**config.mk**
```make
export PLATFORM = sky130hd
export DESIGN_NAME = elevator_motion_controller_flat
export DESIGN_NICKNAME = d
export VERILOG_FILES = /design/src/rtl/elevator_motion_controller_if.sv /design/src/rtl/elevator_motion_controller.sv /design/src/flat_wrapper.sv
export SDC_FILE = /design/constraint.sdc
export NUM_CORES = 1
export LEC_CHECK = 0
export CORE_MARGIN = 3
export CORE_UTILIZATION = 40
export DETAILED_ROUTE_END_ITERATION = 8
export PLACE_DENSITY = 0.71
export SLEW_MARGIN = 5
export SYNTH_ARGS = -nofsm -noshare
export SYNTH_HDL_FRONTEND = slang
export SYNTH_SLANG_ARGS = --single-unit
export TNS_END_PERCENT = 50
```
**constraint.sdc**
```tcl
create_clock -name clk -period 4.15 [get_ports clk]
set_clock_uncertainty 0.05 [all_clocks]
set_input_delay 0.415 -clock clk [delete_from_list [all_inputs] [get_ports clk]]
set_output_delay 0.415 -clock clk [all_outputs]
set_load 0.05 [all_outputs]
```
**src/rtl/elevator_motion_controller_if.sv**
```systemverilog
// elevator_motion_controller_if
//   Bundles the car-side signals between the call panel, the closest-floor
//   calculator and the motion controller.
//   master : environment side (drives buttons, target; optional estop)
//   slave  : controller side (drives requests, location, status flags)
//   Optional macro ESTOP_EN adds the estop signal.
//   Signals:
//     buttons     [0:9] floor-call pulses, bit 0 = floor 1
//     target      [3:0] closest requested floor from the calculator, 1..10
//     requests    [0:9] latched pending calls
//     location    [3:0] current car floor, 1..10
//     moving_up, moving_down, door_open : status flags
interface elevator_motion_controller_if;
  logic [0:9] buttons;
  logic [3:0] target;
  logic [0:9] requests;
  logic [3:0] location;
  logic       moving_up;
  logic       moving_down;
  logic       door_open;
`ifdef ESTOP_EN
  logic       estop;

  modport master (
    output buttons, target, estop,
    input  requests, location, moving_up, moving_down, door_open
  );

  modport slave (
    input  buttons, target, estop,
    output requests, location, moving_up, moving_down, door_open
  );
`else
  modport master (
    output buttons, target,
    input  requests, location, moving_up, moving_down, door_open
  );

  modport slave (
    input  buttons, target,
    output requests, location, moving_up, moving_down, door_open
  );
`endif
endinterface

```
**src/rtl/elevator_motion_controller.sv**
```systemverilog
// elevator_motion_controller
//   Car sequencer for a 10-floor elevator. Latches floor calls, feeds the
//   request vector and location to the closest-floor calculator, follows the
//   calculator's registered target one floor per FLOOR_TICKS cycles and holds
//   the door open for DOOR_TICKS cycles on arrival.
//   Optional macro ESTOP_EN: adds bus.estop, which freezes timer, state and
//   location and forces the status flags low while high.
//   Ports:
//     clk  system clock
//     rst  synchronous active-high reset
//     bus  elevator_motion_controller_if.slave (buttons/target in,
//          requests/location/moving_up/moving_down/door_open out)
//
//   state     | meaning
//   ----------+------------------------------------------------
//   IDLE      | no valid target, car parked at location
//   MOVE_UP   | travelling up, timer counts down to next floor
//   MOVE_DOWN | travelling down, timer counts down to next floor
//   DOOR_OPEN | door open at location, timer counts down
module elevator_motion_controller #(
  parameter int FLOOR_TICKS = 50,
  parameter int DOOR_TICKS  = 100,
  parameter int RESET_FLOOR = 1
) (
  input  logic                          clk,
  input  logic                          rst,
  elevator_motion_controller_if.slave   bus
);

  localparam int MAX_TICKS = (FLOOR_TICKS > DOOR_TICKS) ? FLOOR_TICKS : DOOR_TICKS;
  localparam int TW        = $clog2(MAX_TICKS);
  localparam logic [TW-1:0] FLOOR_LOAD = TW'(FLOOR_TICKS - 1);
  localparam logic [TW-1:0] DOOR_LOAD  = TW'(DOOR_TICKS - 1);

  typedef enum logic [1:0] {IDLE, MOVE_UP, MOVE_DOWN, DOOR_OPEN} state_t;

  state_t      state, state_d;
  logic [TW-1:0] timer, timer_d;
  logic [3:0]  loc_d;
  logic [0:9]  req_d;
  logic [0:9]  set_mask;
  logic        up_d, down_d, door_d;
  logic        freeze;
  logic        do_eval;
  logic [3:0]  eval_loc;
  logic [0:9]  here_mask;
  logic        tgt_valid;

  // One-hot floor select; out-of-range floors give an all-zero mask, which
  // makes an out-of-range target naturally invalid.
  function automatic logic [0:9] floor_mask(input logic [3:0] f);
    logic [0:9] m;
    for (int i = 0; i < 10; i++) m[i] = (f == 4'(i + 1));
    return m;
  endfunction

`ifdef ESTOP_EN
  assign freeze = bus.estop;
`else
  assign freeze = 1'b0;
`endif

  assign here_mask = floor_mask(bus.location);
  assign tgt_valid = |(floor_mask(bus.target) & bus.requests);

  always_ff @(posedge clk) begin
    if (rst) begin
      state           <= IDLE;
      timer           <= '0;
      bus.location    <= 4'(RESET_FLOOR);
      bus.requests    <= '0;
      bus.moving_up   <= 1'b0;
      bus.moving_down <= 1'b0;
      bus.door_open   <= 1'b0;
    end else begin
      state           <= state_d;
      timer           <= timer_d;
      bus.location    <= loc_d;
      bus.requests    <= req_d;
      bus.moving_up   <= up_d;
      bus.moving_down <= down_d;
      bus.door_open   <= door_d;
    end
  end

  always_comb begin
    state_d  = state;
    timer_d  = timer;
    loc_d    = bus.location;
    do_eval  = 1'b0;
    eval_loc = bus.location;
    if (!freeze) begin
      case (state)
        IDLE: do_eval = 1'b1;
        MOVE_UP: begin
          if (timer != '0) timer_d = timer - TW'(1);
          else if (bus.location == 4'd10) state_d = IDLE;
          else begin
            loc_d    = bus.location + 4'd1;
            eval_loc = loc_d;
            do_eval  = 1'b1;
          end
        end
        MOVE_DOWN: begin
          if (timer != '0) timer_d = timer - TW'(1);
          else if (bus.location <= 4'd1) state_d = IDLE;
          else begin
            loc_d    = bus.location - 4'd1;
            eval_loc = loc_d;
            do_eval  = 1'b1;
          end
        end
        DOOR_OPEN: begin
          // A call for this floor keeps the door open instead of latching.
          if (|(bus.buttons & here_mask)) timer_d = DOOR_LOAD;
          else if (timer == '0) state_d = IDLE;
          else timer_d = timer - TW'(1);
        end
        default: state_d = IDLE;
      endcase
    end

    // Floor-boundary decision uses the freshly stepped location.
    if (do_eval) begin
      if (!tgt_valid) state_d = IDLE;
      else if (bus.target == eval_loc) begin
        state_d = DOOR_OPEN;
        timer_d = DOOR_LOAD;
      end else if (bus.target > eval_loc) begin
        state_d = MOVE_UP;
        timer_d = FLOOR_LOAD;
      end else begin
        state_d = MOVE_DOWN;
        timer_d = FLOOR_LOAD;
      end
    end

    set_mask = bus.buttons;
    if (state == DOOR_OPEN) set_mask = set_mask & ~here_mask;
    req_d = bus.requests | set_mask;
    // Clear on door entry overrides a same-cycle press.
    if (state_d == DOOR_OPEN && state != DOOR_OPEN)
      req_d = req_d & ~floor_mask(loc_d);
  end

  always_comb begin
    up_d   = (state_d == MOVE_UP)   && !freeze;
    down_d = (state_d == MOVE_DOWN) && !freeze;
    door_d = (state_d == DOOR_OPEN) && !freeze;
  end

endmodule

```
**src/flat_wrapper.sv**
```systemverilog
// flat-port wrapper written by rule: the top's interface ports become plain ports
module elevator_motion_controller_flat 
#(
  parameter int FLOOR_TICKS = 50,
  parameter int DOOR_TICKS  = 100,
  parameter int RESET_FLOOR = 1
)
  (clk, rst, bus_buttons, bus_target, bus_requests, bus_location, bus_moving_up, bus_moving_down, bus_door_open);
  elevator_motion_controller_if bus_i ();
  input  logic clk;
  input  logic rst;
  input wire logic [$bits(bus_i.buttons)-1:0] bus_buttons;
  input wire logic [$bits(bus_i.target)-1:0] bus_target;
  output wire logic [$bits(bus_i.requests)-1:0] bus_requests;
  output wire logic [$bits(bus_i.location)-1:0] bus_location;
  output wire logic [$bits(bus_i.moving_up)-1:0] bus_moving_up;
  output wire logic [$bits(bus_i.moving_down)-1:0] bus_moving_down;
  output wire logic [$bits(bus_i.door_open)-1:0] bus_door_open;
  assign bus_i.buttons = bus_buttons;
  assign bus_i.target = bus_target;
  assign bus_requests = bus_i.requests;
  assign bus_location = bus_i.location;
  assign bus_moving_up = bus_i.moving_up;
  assign bus_moving_down = bus_i.moving_down;
  assign bus_door_open = bus_i.door_open;
  elevator_motion_controller #(.FLOOR_TICKS(FLOOR_TICKS), .DOOR_TICKS(DOOR_TICKS), .RESET_FLOOR(RESET_FLOOR)) u_core (.clk(clk), .rst(rst), .bus(bus_i));
endmodule
```
==> results of run 1 <==
## worst paths after layout
kind / depth (start not counted) / slack, ns / end / from
min: 2 / 0.54 / u_core.timer[3]$_SDFF_PP0_ / u_core.timer[3]$_SDFF_PP0_
max reg2reg: 13 / 0.51 / u_core.bus.requests[6]$_SDFF_PP0_ / u_core.bus.location[1]$_SDFF_PP0_
min reg2reg: 2 / 0.54 / u_core.timer[3]$_SDFF_PP0_ / u_core.timer[3]$_SDFF_PP0_
max: 13 / 0.51 / u_core.bus.requests[6]$_SDFF_PP0_ / u_core.bus.location[1]$_SDFF_PP0_
## area by class of cell
class / instances / area (um^2) / share of cell area
timing repair buffer: 34 / 335 / 0.137
multi-input combinational: 194 / 1380 / 0.566
clock buffer: 4 / 55.1 / 0.0225
tap: 67 / 83.8 / 0.0343
inverter: 17 / 65.1 / 0.0266
sequential: 26 / 520 / 0.213
## placed cells by master, fill, tap and decap left out, types with 4 or more instances in the layout
cell / n
ha_1: 15
nor2_1: 28
and3_1: 4
o41a_1: 5
dfxtp_1: 26
nand4_1: 4
o21ai_0: 10
nand3_1: 11
nand2b_1: 4
nor3_1: 6
a211oi_1: 6
nand3b_1: 5
o31a_1: 5
clkdlybuf4s50_1: 32
inv_1: 15
nand2_1: 9
a21oi_1: 20
clkbuf_8: 4
## registers in the layout (all words and copies together) (netlist names)
signal and flops:
u_core.bus.requests 10, u_core.bus.location 4, u_core.bus.moving_down 1, u_core.bus.door_open 1, u_core.timer 7, u_core.state 2, u_core.bus.moving_up 1
## metrics by stage
stage,util,total power (uW),area (um^2),cells
finish,0.507,694,2440,342
floorplan,-,463,2030,248
global route,0.507,732,2440,342
detailed placement,0.496,530,2390,338
global placement,0.496,531,2390,338
CTS,0.507,697,2440,342
## report_power, final
| part | internal (uW) | switching [uW] |
|---|---|---|
| Sequential | 265 | 16.1 |
| Clock | 84.8 | 79.4 |
| Combinational | 93.1 | 155 |
| Total | 443 | 250 |
## routing by layer
| metal | global-route usage | share of wire |
|---|---|---|
| met1 | 0.263 | 0.47 |
| met2 | 0.305 | 0.45 |
| met3 | 0.0293 | 0.066 |
| met4 | 0.0445 | 0.013 |
| met5 | 0 | 0 |
## logic make-up after synthesis
family          after synthesis
simple gates                 92
compound gates               84
buf+inv                      28
flops                        26
fa+ha+maj                    15
mux                           3
## critical path: stages, from the launching register on
cell and delay [ns]:
dfxtp_1 0.40, inv_1 0.13, ha_1 0.32, nor2_1 0.10, o31ai_1 0.50, nor3_1 0.10, o32a_1 0.39, inv_2 0.10
ha_1 0.26, a21oi_1 0.12, o21ai_0 0.13, a211oi_2 0.36, o211ai_1 0.24, o41a_1 0.35
==> out/results.ini, run 1 <==
[floorplanning]
die_w_um = 77.2
die_h_um = 77.2
num_io_pins = 33
core_um2 = 4820
fp-row-count = 25
start_util = 0.421
dieArea_um2 = 5960

[global_routing]
gr-total-overflow = 0
grt_pass1_vias = 1967
grtUsageTotal = 0.189
grt_max_degree = 24
antenna_found_initial = 0
grt_pass1_wl_mm = 9.43

[synth]
synth.area.top_cells = dfxtp_1 (26%), ha_1 (9.3%), nor2_1 (5.2%)
ys_seq_area_frac = 0.257
synth_top_area_frac = 0.257
synth_area_um2 = 2030
synth_fa_ha_area_frac = 0.0925
synth_compound_area_frac = 0.317
synthMostInstantiatedCell = nor2_1
synth_flop_cell = dfxtp_1
ys_seq_elements = 26
synthTopCellsByCount = nor2_1 (28), dfxtp_1 (26), a21oi_1 (20)
ys_warn_count = 0
synth_top_area_cell = dfxtp_1
synthesis.instances = 248
synth_edf_count = 0
yosys.area_share.simple = 0.258
synth-async-reset-ratio = 0
synth_top_family_by_area = compound AO/OA/AOI/OAI gates
synthXorXnorAreaFrac = 0
synth.distinct_cells = 62
synth.area.mux_share = 0.0148
syn-num-nets = 279
syn-mean-instance-area_um2 = 8.18

[route]
dr.pass1.iters = 5
drc = 0
vias = 2061
wl_per_cell_um = 15.9
wl_mm = 5.42
via_per_inst = 6.03
drt_first_iter_violations = 247
ant_nets = 0

[clock_network]
post_cts_resized = 0
cts_tree = done
path_clk_slew_ns = 0.09
root_buffer = clkbuf_8
post_cts.repair.setup_buffers = 0
cts_buffers = 3
cts_buffer_depth = 2
clkLatencyLatePin_ns = 0.27
holdBufCountCts = 0
htree_levels = 1
cts.sinks = 26

[worst_setup_path]
end_kind = register
critPathRequiredTime_ns = 4.26
path_class = register to register
crit_arrival_ns = 3.75
cp_max_fo = 8
worst_setup_path_start_kind = register

[power_and_ir_drop]
peakVddDrop_v = 0.000175
p_leak_uw = 0.000871
powerDensity_nw_per_um2 = 284

[cells_and_area]
num_antenna_cells = 0
nets = 307
num-fill-cells = 454
drive_gt1_frac = 0.0909
area_delta_synth_final_pct = 20.5

[placed_design]
gp_congestion = 0.887
port_buffers = 32
dp_hpwl_mm = 4.20
pre_cts_ws_ns = 0.531

[timing]
hold_violations = 0
setup_viol_count_final = 0
fmax_mhz = 275
worst_slew_pin_slew_ns = 0.858
slew_headroom = 0.426
maxSlewViolCount = 0
finalWorstPathRequiredPeriod_ns = 3.64
finalCritPeriodShare = 0.878
rsz0062_at_grt = no
fin_tns_setup_ns = 0
setup_ws_ns = 0.508
hold_slack_ns = 0.542

[outcome]
status = completed

[min_path]
hold_class = register to register

[job]
max_cap_viol_count = 0

(Power assumes the default switching activity.)
==> run 2: changes to the inputs <==
- SKIP_CTS_REPAIR_TIMING: unset -> 1
- clock period: 4.15 -> 4.7 ns (I/O delays scaled with it)
==> run 2 against run 1 <==
Register-to-register slack improved by 0.44 ns. Flip-flop and latch count did not move. Non-clock buffer count is 1 lower. Final area is 0.87% lower. Clock power shrank 23%. Combinational power shrank 12%. Global-route usage is essentially flat. Via count fell by 1.5%. Largest cell class unchanged. Highest routed layer unchanged.
==> out/results.ini, run 2 (synthesis gave the netlist of run 1 again) <==
[cells_and_area]
largest_register = u_core.bus.requests
largest_reg_flops = 10
drive_gt1_frac = 0.0842
multiInputGateArea_um2 = 1380
nets = 306
layout_commonest_cell = clkdlybuf4s50_1
most-common-layout-cells = clkdlybuf4s50_1 (32), nor2_1 (28), dfxtp_1 (26)
area_delta_synth_final_pct = 19.4
postLayoutCellArea_um2 = 2420
seq_area_um2 = 520
final_cells = 340
reg.largest.list = u_core.bus.requests: 10 flops, u_core.timer: 7 flops, u_core.bus.location: 4 flops
num_antenna_cells = 0
num-fill-cells = 497

[route]
wl_per_cell_um = 16.5
drt_first_iter_violations = 199
via_per_inst = 5.97
ant_nets = 0
drc = 0
dr.pass1.iters = 5
wl_mm = 5.59
vias = 2030

[timing]
slew_headroom = 0.432
finalWorstPathRequiredPeriod_ns = 3.75
hold_violations = 0
rsz0062_at_grt = no
maxSlewViolCount = 0
finalCritPeriodShare = 0.797
setup_viol_count_final = 0
fin_tns_setup_ns = 0
fmax_mhz = 267
hold_slack_ns = 0.543
setup_ws_ns = 0.953
worst_slew_pin_slew_ns = 0.850

[job]
max_cap_viol_count = 0

[global_routing]
grt_pass1_wl_mm = 9.40
grt_pass1_vias = 1955
grtUsageTotal = 0.189
grt_max_degree = 24
antenna_found_initial = 0
gr-total-overflow = 0

[min_path]
hold_class = register to register

[clock_network]
cts.sinks = 26
cts_buffer_depth = 2
cts_buffers = 3
clkLatencyLatePin_ns = 0.27
root_buffer = clkbuf_8
htree_levels = 1
path_clk_slew_ns = 0.09
cts_tree = done

[worst_setup_path]
path_common_cell = ha_1
cp_num_buf_inv = 2
cp_max_fo = 8
path_delay_family = compound AO/OA/AOI/OAI gates
path_class = register to register
critPathRequiredTime_ns = 4.81
crit_arrival_ns = 3.86
worstPathCellList = inv_1 -> ha_1 -> nor2_1 -> o31ai_1 -> nor3_1 -> o32a_1 -> inv_2 -> ha_1 -> a21oi_1 -> o21ai_0 -> a211oi_2 -> o211ai_1 -> o41a_1
slowest_delay_ns = 0.54
worst_setup_path_start_kind = register
end_kind = register
crit_slowest_cell = o31ai_1

[power_and_ir_drop]
p_leak_uw = 0.000859
powerDensity_nw_per_um2 = 245
peakVddDrop_v = 0.000146

[floorplanning]
dieArea_um2 = 5960
core_um2 = 4820
die_h_um = 77.2
die_w_um = 77.2
fp-row-count = 25
start_util = 0.421
num_io_pins = 33

[placed_design]
dpl-instance-area_um2 = 2380
dp_hpwl_mm = 4.34
placed_cells = 337
gp_congestion = 0.883
port_buffers = 32
pre_cts_ws_ns = 1.02

[outcome]
status = completed

## run 2: final timing paths
check	slack, ns	end	cells after the start	from
worst min-delay path	0.54	u_core.timer[3]$_SDFF_PP0_	2	u_core.timer[3]$_SDFF_PP0_
worst min register to register	0.54	u_core.timer[3]$_SDFF_PP0_	2	u_core.timer[3]$_SDFF_PP0_
worst max register to register	0.95	u_core.bus.requests[6]$_SDFF_PP0_	13	u_core.bus.location[1]$_SDFF_PP0_
worst max-delay path	0.95	u_core.bus.requests[6]$_SDFF_PP0_	13	u_core.bus.location[1]$_SDFF_PP0_
## run 2: area by class of cell
type	instances	area share
Multi-Input combinational cell	194	0.571
Sequential cell	26	0.215
Timing Repair Buffer	33	0.135
Tap cell	67	0.0346
Inverter	17	0.0269
Clock buffer	3	0.0170
## run 2: where the power goes
| part | internal [uW] | switching, uW | total [uW] |
|---|---|---|---|
| Sequential | 234 | 14.2 | 248 |
| Combinational | 81.0 | 138 | 219 |
| Clock | 57.4 | 68.8 | 126 |
| Total | 373 | 221 | 593 |
## run 2: worst register-to-register path, stage by stage (launching register included)
cell and delay [ns]:
dfxtp_1 0.40, inv_1 0.14, ha_1 0.34, nor2_1 0.10, o31ai_1 0.54, nor3_1 0.11, o32a_1 0.39, inv_2 0.10
ha_1 0.26, a21oi_1 0.12, o21ai_0 0.13, a211oi_2 0.38, o211ai_1 0.24, o41a_1 0.35
## run 2: stage by stage
step / util / power (uW)
after global placement: 0.494 / 468
after floorplan: - / 409
after global routing: 0.503 / 626
after CTS: 0.503 / 596
final: 0.503 / 593
after detailed placement: 0.494 / 469
## run 2: per-layer routing
layer | up-vias | GRT usage | part of all wire
met1 | 948 | 0.258 | 0.47
li1 | 988 | - | -
met4 | 0 | 0.0445 | 0.010
met2 | 88 | 0.305 | 0.46
met5 | - | 0 | 0
met3 | 6 | 0.0387 | 0.065
==> run 3: changes to the inputs <==
- PLACE_DENSITY: 0.71 -> 0.73
- clock period: 4.7 -> 3.2 ns (I/O delays scaled with it)
==> run 3 against run 2 <==
Global-route usage grew 2.3 points. First-iteration DRC count grew 24%. Sequential share of layout area down 2.5 points. Routed wire length is 13% higher. Power rose by 64%. Combinational power is 88% higher. The run now ends with setup timing left. Core utilization grew 7.8 points. Highest routed layer unchanged. Critical path type unchanged. Fmax is 12% higher.
==> out/results.ini, run 3 (synthesis gave the netlist of run 1 again) <==
[cells_and_area]
reg.largest.list = u_core.bus.requests: 10 flops, u_core.timer: 7 flops, u_core.bus.location: 4 flops
nets = 340
num-fill-cells = 441
drive_gt1_frac = 0.244
num_antenna_cells = 0
layout_commonest_cell = buf_4
final_cells = 375
largest_reg_flops = 10
most-common-layout-cells = buf_4 (34), clkdlybuf4s50_1 (32), nor2_1 (28)
area_delta_synth_final_pct = 38.0
largest_register = u_core.bus.requests
fin_util = 0.581

[timing]
rsz0062_at_grt = yes
fmax_mhz = 300
fin_tns_setup_ns = -0.375
setup_ws_ns = -0.131
slew_headroom = 0.594
worst_slew_pin_slew_ns = 0.609
hold_slack_ns = 0.590
finalCritPeriodShare = 1.04
setup_viol_count_final = 8
hold_violations = 0
finalWorstPathRequiredPeriod_ns = 3.33
maxSlewViolCount = 0

[floorplanning]
fp-row-count = 25
core_um2 = 4820
num_io_pins = 33
dieArea_um2 = 5960
die_h_um = 77.2
start_util = 0.421
die_w_um = 77.2

[outcome]
violations = setup timing
status = finished, violations left

[route]
dr.pass1.iters = 7
ant_nets = 0
via_per_inst = 5.91
wl_per_cell_um = 16.8
wl_mm = 6.30
vias = 2215
drt_first_iter_violations = 247
drc = 0

[clock_network]
path_clk_slew_ns = 0.10
clkLatencyLatePin_ns = 0.28
cts_buffer_depth = 2
cts.sinks = 26
root_buffer = clkbuf_8
htree_levels = 1
cts_buffers = 3
cts_tree = done

[worst_setup_path]
end_kind = register
regToRegEndpoint = u_core.bus.requests[9]$_SDFF_PP0_
critPathRequiredTime_ns = 3.32
cp_max_fo = 4
crit_arrival_ns = 3.46
worst_setup_path_start_kind = register
crit_path_end = u_core.bus.requests[9]$_SDFF_PP0_
critPathLaunch = u_core.timer[1]$_SDFF_PP0_
path_class = register to register
rr_startpoint = u_core.timer[1]$_SDFF_PP0_
reg2reg_depth = 15
reg2reg_slack_ns = -0.13

[power_and_ir_drop]
powerDensity_nw_per_um2 = 347
peakVddDrop_v = 0.000214
p_leak_uw = 0.00104

[global_routing]
grt_pass1_wl_mm = 10.3
grtUsageTotal = 0.212
grt_pass1_vias = 2062
antenna_found_initial = 0
grt_max_degree = 24
gr-total-overflow = 0

[placed_design]
gp_congestion = 0.913
pre_cts_ws_ns = -0.105
placed_cells = 366
dp_hpwl_mm = 4.78
port_buffers = 32

[min_path]
hold_class = register to register

[job]
max_cap_viol_count = 0

-- run 3: how the worst min path moves through the flow --
stage	start	to	slack [ns]	cells past startpoint
5_1_grt	u_core.timer[2]$_SDFF_PP0_	u_core.timer[2]$_SDFF_PP0_	0.63	1
3_5_place_dp	u_core.timer[2]$_SDFF_PP0_	u_core.timer[2]$_SDFF_PP0_	0.57	1
3_3_place_gp	u_core.timer[2]$_SDFF_PP0_	u_core.timer[2]$_SDFF_PP0_	0.55	1
6_report	u_core.bus.requests[5]$_SDFF_PP0_	u_core.bus.requests[5]$_SDFF_PP0_	0.59	3
2_1_floorplan	rst	u_core.bus.location[0]$_SDFF_PP1_	0.39	2
4_1_cts	u_core.timer[2]$_SDFF_PP0_	u_core.timer[2]$_SDFF_PP0_	0.58	1
-- run 3: cell type report --
type / count / area [um^2] / share of cell area
inverter: 17 / 65.1 / 0.0232
multi-input combinational: 194 / 1480 / 0.528
clock inverter: 1 / 3.75 / 0.00134
timing repair buffer: 67 / 596 / 0.213
clock buffer: 3 / 41.3 / 0.0148
tap: 67 / 83.8 / 0.0300
sequential: 26 / 531 / 0.190
-- run 3: power breakdown --
part           leakage [uW]  internal [uW]  switching (uW)
clock network     0.0000231           86.3             108
registers          0.000215            344            21.6
logic              0.000801            183             228
total               0.00104            613             358
-- run 3: per-stage QoR --
| step | area, um^2 | power, uW |
|---|---|---|
| final | 2800 | 971 |
| after global routing | 2800 | 1020 |
| after CTS | 2670 | 927 |
| after detailed placement | 2620 | 736 |
| after global placement | 2620 | 732 |
| after floorplan | 2050 | 601 |
-- run 3: worst max-delay path, cell delays in order (launching register included) --
cell	delay, ns
dfxtp_2	0.33
inv_2	0.08
ha_4	0.13
or3b_4	0.44
buf_12	0.15
o31ai_4	0.18
a211oi_2	0.10
a221o_1	0.35
clkinv_2	0.10
ha_4	0.20
nand2_2	0.07
o21ai_2	0.06
a211oi_2	0.31
buf_4	0.17
o211ai_1	0.13
o41a_1	0.40
-- run 3: metal layers --
layer,vias up,GRT usage,wire [um]
li1,1063,-,-
met1,1046,0.309,2950
met2,97,0.325,2870
met3,9,0.0235,370
met4,0,0.0641,107
met5,-,0,0
